`src/rtl/rrp_otf_convert_pkg.sv`:
```
// rrp_otf_convert_pkg: types and helpers shared by the on-the-fly converter
// and its single-digit update step.
//   state_t   converter FSM states (IDLE/CONV/DONE)
//   digit_w   signed-digit width for a radix: clog2(radix)+1
//   digit_max / digit_min  legal digit range [-(radix-1), radix-1]
//   err_digit the out-of-range digit -radix (pattern 100..0)
package rrp_otf_convert_pkg;

    typedef enum logic [1:0] {
        IDLE = 2'd0,
        CONV = 2'd1,
        DONE = 2'd2
    } state_t;

    function automatic int digit_w(input int radix);
        return $clog2(radix) + 1;
    endfunction

    function automatic int digit_max(input int radix);
        return radix - 1;
    endfunction

    function automatic int digit_min(input int radix);
        return -(radix - 1);
    endfunction

    function automatic int err_digit(input int radix);
        return -radix;
    endfunction

endpackage

```
`src/rtl/rrp_otf_convert_step.sv`:
```
// rrp_otf_convert_step: combinational single-digit on-the-fly update.
//   q        signed digit being appended (D bits)
//   q_cur    current value Q (OUT_W bits, mod 2^OUT_W)
//   qm_cur   current value QM = Q - 1
//   q_next   Q' after appending q
//   qm_next  QM' after appending q
module rrp_otf_convert_step
    import rrp_otf_convert_pkg::*;
#(
    parameter int RADIX = 2,
    parameter int WIDTH = 6,
    localparam int K     = $clog2(RADIX),
    localparam int D     = digit_w(RADIX),
    localparam int OUT_W = K * WIDTH + 1
) (
    input  logic signed [D-1:0]     q,
    input  logic        [OUT_W-1:0] q_cur,
    input  logic        [OUT_W-1:0] qm_cur,
    output logic        [OUT_W-1:0] q_next,
    output logic        [OUT_W-1:0] qm_next
);

    localparam logic [OUT_W-1:0] R   = OUT_W'(RADIX);
    localparam logic [OUT_W-1:0] ONE = OUT_W'(1);

    logic [OUT_W-1:0] qx;
    logic [OUT_W-1:0] q_sh;
    logic [OUT_W-1:0] qm_sh;
    logic             q_neg;
    logic             q_pos;

    always_comb begin
        qx    = OUT_W'(q);      // sign-extended digit
        q_sh  = q_cur << K;
        qm_sh = qm_cur << K;
        q_neg = q[D-1];
        q_pos = !q[D-1] && (q != '0);

        // Negative digits borrow from QM so no carry ever propagates.
        if (!q_neg) q_next = q_sh + qx;
        else        q_next = qm_sh + R + qx;

        if (q_pos) qm_next = q_sh + qx - ONE;
        else       qm_next = qm_sh + R - ONE + qx;
    end

endmodule

```
`src/rtl/rrp_otf_convert.sv`:
```
// rrp_otf_convert: MSDF digit-serial on-the-fly converter, redundant
// signed-digit words (MSD first, WIDTH digits) -> two's complement.
//   clk        rising-edge clock
//   rst        asynchronous active-high reset
//   in_digit   signed digit (D bits), in_valid / in_ready handshake
//   out_value  signed result (OUT_W bits), out_valid / out_ready handshake
//   out_err    word contained the out-of-range digit -RADIX
// Optional (macro RRP_OTF_EARLY_SIGN_EN):
//   sign_valid first nonzero digit of the current word has been accepted
//   sign       sign of that digit (1 = negative)
module rrp_otf_convert
    import rrp_otf_convert_pkg::*;
#(
    parameter int RADIX = 2,
    parameter int WIDTH = 6,
    localparam int K     = $clog2(RADIX),
    localparam int D     = digit_w(RADIX),
    localparam int OUT_W = K * WIDTH + 1
) (
    input  logic                    clk,
    input  logic                    rst,
    input  logic signed [D-1:0]     in_digit,
    input  logic                    in_valid,
    output logic                    in_ready,
    output logic signed [OUT_W-1:0] out_value,
    output logic                    out_err,
    output logic                    out_valid,
`ifdef RRP_OTF_EARLY_SIGN_EN
    output logic                    sign_valid,
    output logic                    sign,
`endif
    input  logic                    out_ready
);

    localparam int CW = (WIDTH > 1) ? $clog2(WIDTH) : 1;
    localparam logic [D-1:0] ERR_PAT = D'(err_digit(RADIX));

    state_t           state;
    state_t           state_next;
    logic [CW-1:0]    cnt;
    logic [OUT_W-1:0] q_reg;
    logic [OUT_W-1:0] qm_reg;
    logic [OUT_W-1:0] q_next;
    logic [OUT_W-1:0] qm_next;
    logic [OUT_W-1:0] value_reg;
    logic             err_reg;
    logic             accept;
    logic             last;
    logic             first;
    logic             is_err;

    rrp_otf_convert_step #(
        .RADIX(RADIX),
        .WIDTH(WIDTH)
    ) u_step (
        .q      (in_digit),
        .q_cur  (q_reg),
        .qm_cur (qm_reg),
        .q_next (q_next),
        .qm_next(qm_next)
    );

    always_comb begin
        in_ready   = (state != DONE);
        out_valid  = (state == DONE);
        accept     = in_valid && in_ready;
        last       = (cnt == CW'(WIDTH - 1));
        first      = (cnt == '0);
        is_err     = (in_digit == ERR_PAT);
        state_next = state;
        case (state)
            IDLE, CONV: begin
                if (accept) state_next = last ? DONE : CONV;
            end
            DONE: begin
                if (out_ready) state_next = IDLE;
            end
            default: state_next = IDLE;
        endcase
    end

    always_ff @(posedge clk or posedge rst) begin
        if (rst) state <= IDLE;
        else     state <= state_next;
    end

    // Q/QM return to 0/-1 at word end so the next word's first digit
    // needs no special-case select.
    always_ff @(posedge clk or posedge rst) begin
        if (rst) begin
            cnt       <= '0;
            q_reg     <= '0;
            qm_reg    <= '1;
            value_reg <= '0;
            err_reg   <= 1'b0;
        end else if (accept) begin
            if (last) begin
                cnt       <= '0;
                q_reg     <= '0;
                qm_reg    <= '1;
                value_reg <= q_next;
            end else begin
                cnt    <= cnt + 1'b1;
                q_reg  <= q_next;
                qm_reg <= qm_next;
            end
            err_reg <= (first ? 1'b0 : err_reg) | is_err;
        end
    end

    always_comb begin
        out_value = value_reg;
        out_err   = err_reg;
    end

`ifdef RRP_OTF_EARLY_SIGN_EN
    logic sv_reg;
    logic sign_reg;

    always_ff @(posedge clk or posedge rst) begin
        if (rst) begin
            sv_reg   <= 1'b0;
            sign_reg <= 1'b0;
        end else if (out_valid && out_ready) begin
            sv_reg   <= 1'b0;
            sign_reg <= 1'b0;
        end else if (accept && !sv_reg && (in_digit != '0)) begin
            sv_reg   <= 1'b1;
            sign_reg <= in_digit[D-1];
        end
    end

    always_comb begin
        sign_valid = sv_reg;
        sign       = sign_reg;
    end
`endif

endmodule

```
`config.mk`:
```
export PLATFORM = sky130hd
export DESIGN_NAME = rrp_otf_convert
export DESIGN_NICKNAME = d
export VERILOG_FILES = /design/src/rtl/rrp_otf_convert_pkg.sv /design/src/rtl/rrp_otf_convert_step.sv /design/src/rtl/rrp_otf_convert.sv
export SDC_FILE = /design/constraint.sdc
export NUM_CORES = 1
export LEC_CHECK = 0
export CORE_UTILIZATION = 44
export DETAILED_ROUTE_END_ITERATION = 10
export PLACE_DENSITY_LB_ADDON = 0.3
export SYNTH_ARGS = -nofsm -noshare
export SYNTH_HDL_FRONTEND = slang
export SYNTH_HIERARCHICAL = 1
export SYNTH_SLANG_ARGS = --single-unit
```
`constraint.sdc`:
```
create_clock -name clk -period 5.73 [get_ports clk]
set_input_delay 1.719 -clock clk [delete_from_list [all_inputs] [get_ports clk]]
set_output_delay 1.719 -clock clk [all_outputs]
set_load 0.005 [all_outputs]
```
After elaboration in Yosys (flattened, before gate mapping):

Cells that the tools add are included.
W data, S select, Z words.

* add/subtract/negate cells: 7
* $mul: 0
* divide/modulo/power cells: 0
* $lt $le $gt $ge: 0
* equal/unequal tests: 7
* shift operators: 0
* muxes and demuxes: 10
* bitwise gates (word level): 1
* reduce and logical (&&, ||, !) cells: 9

Operator list (count)
* $mux W6: 3
* $add A7 B7 Y7: 2
* $sub A6 B1 Y6 const B: 2
* $add A7 B2 Y7 const B: 1
* $mux W7: 1
* $add A6 B6 Y6: 1
* $mux W2: 3
* $eq A2 B2 Y1 const B: 2
* $ne A2 B2 Y1 const B: 2
* $pmux W2 S2: 1
* $reduce_and A2 Y1: 2
* $add A3 B1 Y3 const B: 1
* $eq A3 B3 Y1 const B: 1
* $logic_not A3 Y1: 1
* $mux W3: 1
* $eq A2 B1 Y1 const B: 1
* $logic_and A1 B1 Y1: 2
* $logic_not A2 Y1: 1
* $ne A2 B1 Y1 const B: 1
* $reduce_bool A2 Y1: 1
* $reduce_or A2 Y1: 1
* $logic_not A1 Y1: 1
* $mux W1: 1
* $or A1 B1 Y1: 1

* bits in registers: 25
* bits in latches: 0
* memory bits (writable): 0
* ROM bits: 0
* input bits: 6
* output and inout port bits: 10
* logic and storage cells: 40
* memories kept: 0

Logic depth before layout (Yosys ltp):

* depth in word-level cells: 5
* mapped depth: 12
* depth with buffers taken out: 12

Cells and area by module:

Netlist, hierarchy kept.

By module, submodules not included
* rrp_otf_convert: times used 1, cells an instance 74, area each 1077.3 µm², sequential area each 684.4 µm²
* rrp_otf_convert_step: times used 1, cells an instance 120, area each 929.6 µm², sequential area each 0.0 µm²

Worst setup path before layout:

OpenSTA, ideal clock, no wires.

* path type: input -> register
* start: input in_digit[1]
* end: register, netlist name qm_reg[6]
* library setup time: 0.080 ns
* arrival: 3.702 ns
* required time: 5.650 ns
* path slack: 1.948 ns
* stages on the path: 12
* buffers on the path: 1
* cell sequence: clkbuf_8 > inv_1 > ha_1 > inv_1 > ha_1 > a21o_1 > a21oi_1 > o21bai_1 > a21oi_1 > xnor2_1 > mux2i_1 > o22a_1

RTL lines
* start, declared: RTL line rrp_otf_convert.sv:22 `input logic signed [D-1:0] in_digit,`

Worst setup path in the final report:

* start: input in_digit[1]
* end: register qm_reg[5]

* longest elaborated chain between the ends: 4
* elaborated cells between the ends (all ways): 8
* those cells by class: add/sub (3); mux (2); reduce/logical (3)

RTL lines
* $add A7 B7 Y7, or another cell as far along
* $sub A6 B1 Y6 / $logic_and A1 B1 Y1 (equally long branches): RTL line rrp_otf_convert_step.sv:43, rrp_otf_convert_step.sv:37
* $mux W6 (*): RTL line rrp_otf_convert_step.sv:43 `if (q_pos) qm_next = q_sh + qx - ONE;`
* net qm_next[5]: RTL line rrp_otf_convert.sv:44 `logic [OUT_W-1:0] qm_next;`
* $mux W6 (*): RTL line rrp_otf_convert.sv:97 `if (last) begin`
* end signal, assigned: RTL line rrp_otf_convert.sv:105 `qm_reg <= qm_next;`
* end, declared: RTL line rrp_otf_convert.sv:42 `logic [OUT_W-1:0] qm_reg;`

Mark *: on every way through the listed nets, which the timed path passes. The rest lies on a longest branch.
A chain may end at the register's enable or synchronous reset.

==> impl_results.md <==
- Status: finished, final reports clean
- Total global routing track utilization: 17.9%
- Largest net degree at the start of global routing: 26
- Area delta synth->final: 11.3%
- Number of filler cells placed in the layout: 372
- Critical Path Fanout Max: 18
- Number of diodes: 0
- Floorplan core area: 4060 sq um
- Routed length per instance: 14.5 um
- Min-Delay Startpoint: state[1]
- Data arrival time of the worst path: 4.52 ns
- Net switching fraction of the power: 40.4%
- Sw Pwr: 0.474 mW
- Peak supply drop: 254 uV
- Initial cell density of the core: 46.2%
- Placement-stage worst setup slack: 1.12 ns
- Total negative slack: 0 ns
- Data required time of the worst path: 5.93 ns
- Slew Limit Headroom: 38.9%
- Post-route ant nets: 0
- Post-detailed-routing wire length: 3.56 mm
- Part of the total power dissipated in combinational logic: 63.2%
- Most frequent standard cell in the layout excluding fill and tap cells: sky130_fd_sc_hd__inv_1
- TritonCTS clock tree: built
- Net count after synthesis: 213
- Number of setup buffers added after CTS: 0
- Path category of the worst min-delay check: reg2reg
- Final critical-path required period: 4.32 ns
- Top library cells by usage in the layout, fill and taps aside: sky130_fd_sc_hd__inv_1, sky130_fd_sc_hd__ha_1, sky130_fd_sc_hd__dfrtp_1, sky130_fd_sc_hd__clkdlybuf4s50_1
- RSZ-0062 raised after global routing: no
- Startpoint Class: primary input
- Mapped Cells: 182
- Root Driver: sky130_fd_sc_hd__clkbuf_8
- Fmax achieved: 231 MHz
- Total power per unit cell area: 562 nW/um^2
- Endpoint of the most critical register-to-register path: qm_reg[5]
- Endpoint, Worst Hold: state[0]
- Top-Level Pins: 16
- Port Buf Inserts: 15
- Number of cell rows: 23
- Post-DP HPWL: 2.86 mm
- Internal Power: 0.699 mW
- Total area of sequential cells: 633 sq um
- Kind of end point of the critical path: flip-flop
- Net total in the final layout: 228
- 1st-iter DRT viols: 60
- Vertical extent of the die: 67.3 um
- Crit Path Category: in2reg
- Avg Inst Size Synth: 10.3 sq um
- Max clock buf depth: 2
- Flip-flop count of the largest register, all copies and words added: 7
- Transition time at the pin with the least slew margin: 0.916 ns
- Number of clock buffers inserted by TritonCTS: 3
- Die ar.: 4530 sq um
- Worst Slack Setup Final: 1.41 ns
- CTS H-Tree Depth: 1
- Number of pins exceeding their max-slew limit in the final report: 0
- Number of DRC violations after detailed routing: 0
- First-pass GRT wire length: 6.09 mm
- Leakage power: 0.985 nW
- Vias in the first global route: 1305
- Resized cells post-CTS: 0
- Antenna violations before repair: 0
- Area used by multi-input combinational logic: 1090 sq um
- Proportion of power drawn by the clock network: 8.5%
- Fin. Hold Viols: 0
- Die width: 67.3 um
- Setup skew after layout: 0.00579 ns
- Fraction of layout instances using a drive strength above 1: 14.8%
- Final RePlAce weighted congestion: 0.931
- Worst hold stages: 1
- Syn. warnings: 6
- Final worst path period share: 75.5%
- Number of max-cap violations: 0
- Detail-routed via count per cell: 5.22
- Clock Pin Slew Worst Setup and Hold Paths: 0.08 ns
- Crit Reg-Reg Startpoint: qm_reg[0]
- Cell Area, Synth: 1880 sq um
- Setup slack, reg-to-reg: 2.98 ns
- Final-report setup violation count: 0
- Vias post-DR: 1285
- Router iterations before antenna repair: 4
- Register share of total power: 28.3%
- Hold-fix buffer count after cts: 0
- Clock sink count: 25
- Clock Latency Late Sink: 0.26 ns
- Path depth of the worst reg2reg path: 12
- Total grt overflow: 0
-- worst max-delay path by stage --
stage                 from         to  slack [ns]  cells after the start
2_1_floorplan  in_digit[1]  qm_reg[5]        1.98                     12
3_3_place_gp   in_digit[1]  qm_reg[5]        1.26                     13
3_5_place_dp   in_digit[1]  qm_reg[5]        1.12                     13
4_1_cts        in_digit[1]  qm_reg[5]        1.40                     13
5_1_grt        in_digit[1]  qm_reg[5]        1.22                     13
6_report       in_digit[1]  qm_reg[5]        1.41                     13
-- cell type report --
type / instances / area share (%)
repair buffers: 16 / 7.55
multi-input cells: 126 / 52.5
inverters: 25 / 4.50
clock buffers: 4 / 2.16
well taps: 50 / 3.00
flip-flops and latches: 25 / 30.3
-- through the flow --
stage / area [sq um] / util [%] / power, mW / std cells / hold WS (ns)
global route: 2090 / 51.4 / 1.28 / 246 / 0.484
finish: 2090 / 51.4 / 1.17 / 246 / 0.476
floorplan: 1880 / - / 0.871 / 182 / 0.428
detailed placement: 2040 / 50.3 / 1.08 / 242 / 0.459
global placement: 2040 / 50.3 / 1.05 / 242 / 0.454
CTS: 2090 / 51.4 / 1.18 / 246 / 0.471
-- routing by layer --
layer  global-route usage [%]  vias to the layer above  wire length [um]
met3                     1.69                        4                66
met4                     5.05                        0                34
li1                         -                      647                 -
met5                        0                        -                 0
met1                     23.4                      617              1660
met2                     31.3                       17              1800
-- power groups by stage --
stage / combinational (mW) / sequential (mW) / clock, mW
2_1_floorplan: 0.549 / 0.322 / 0
3_3_place_gp: 0.714 / 0.331 / 0
3_5_place_dp: 0.741 / 0.336 / 0
4_1_cts: 0.748 / 0.333 / 0.104
5_1_grt: 0.823 / 0.343 / 0.108
6_report: 0.741 / 0.332 / 0.0995
-- worst max-delay path, stage by stage --
cell,delay (ns)
sky130_fd_sc_hd__clkdlybuf4s50_1,0.46
sky130_fd_sc_hd__buf_4,0.24
sky130_fd_sc_hd__inv_1,0.27
sky130_fd_sc_hd__ha_1,0.37
sky130_fd_sc_hd__inv_1,0.04
sky130_fd_sc_hd__ha_1,0.20
sky130_fd_sc_hd__fa_1,0.40
sky130_fd_sc_hd__a21oi_1,0.15
sky130_fd_sc_hd__nor2_1,0.05
sky130_fd_sc_hd__nor2_1,0.11
sky130_fd_sc_hd__xnor2_1,0.08
sky130_fd_sc_hd__mux2_2,0.27
sky130_fd_sc_hd__o22a_1,0.16
Note: power is estimated with default switching activity, not from simulation.
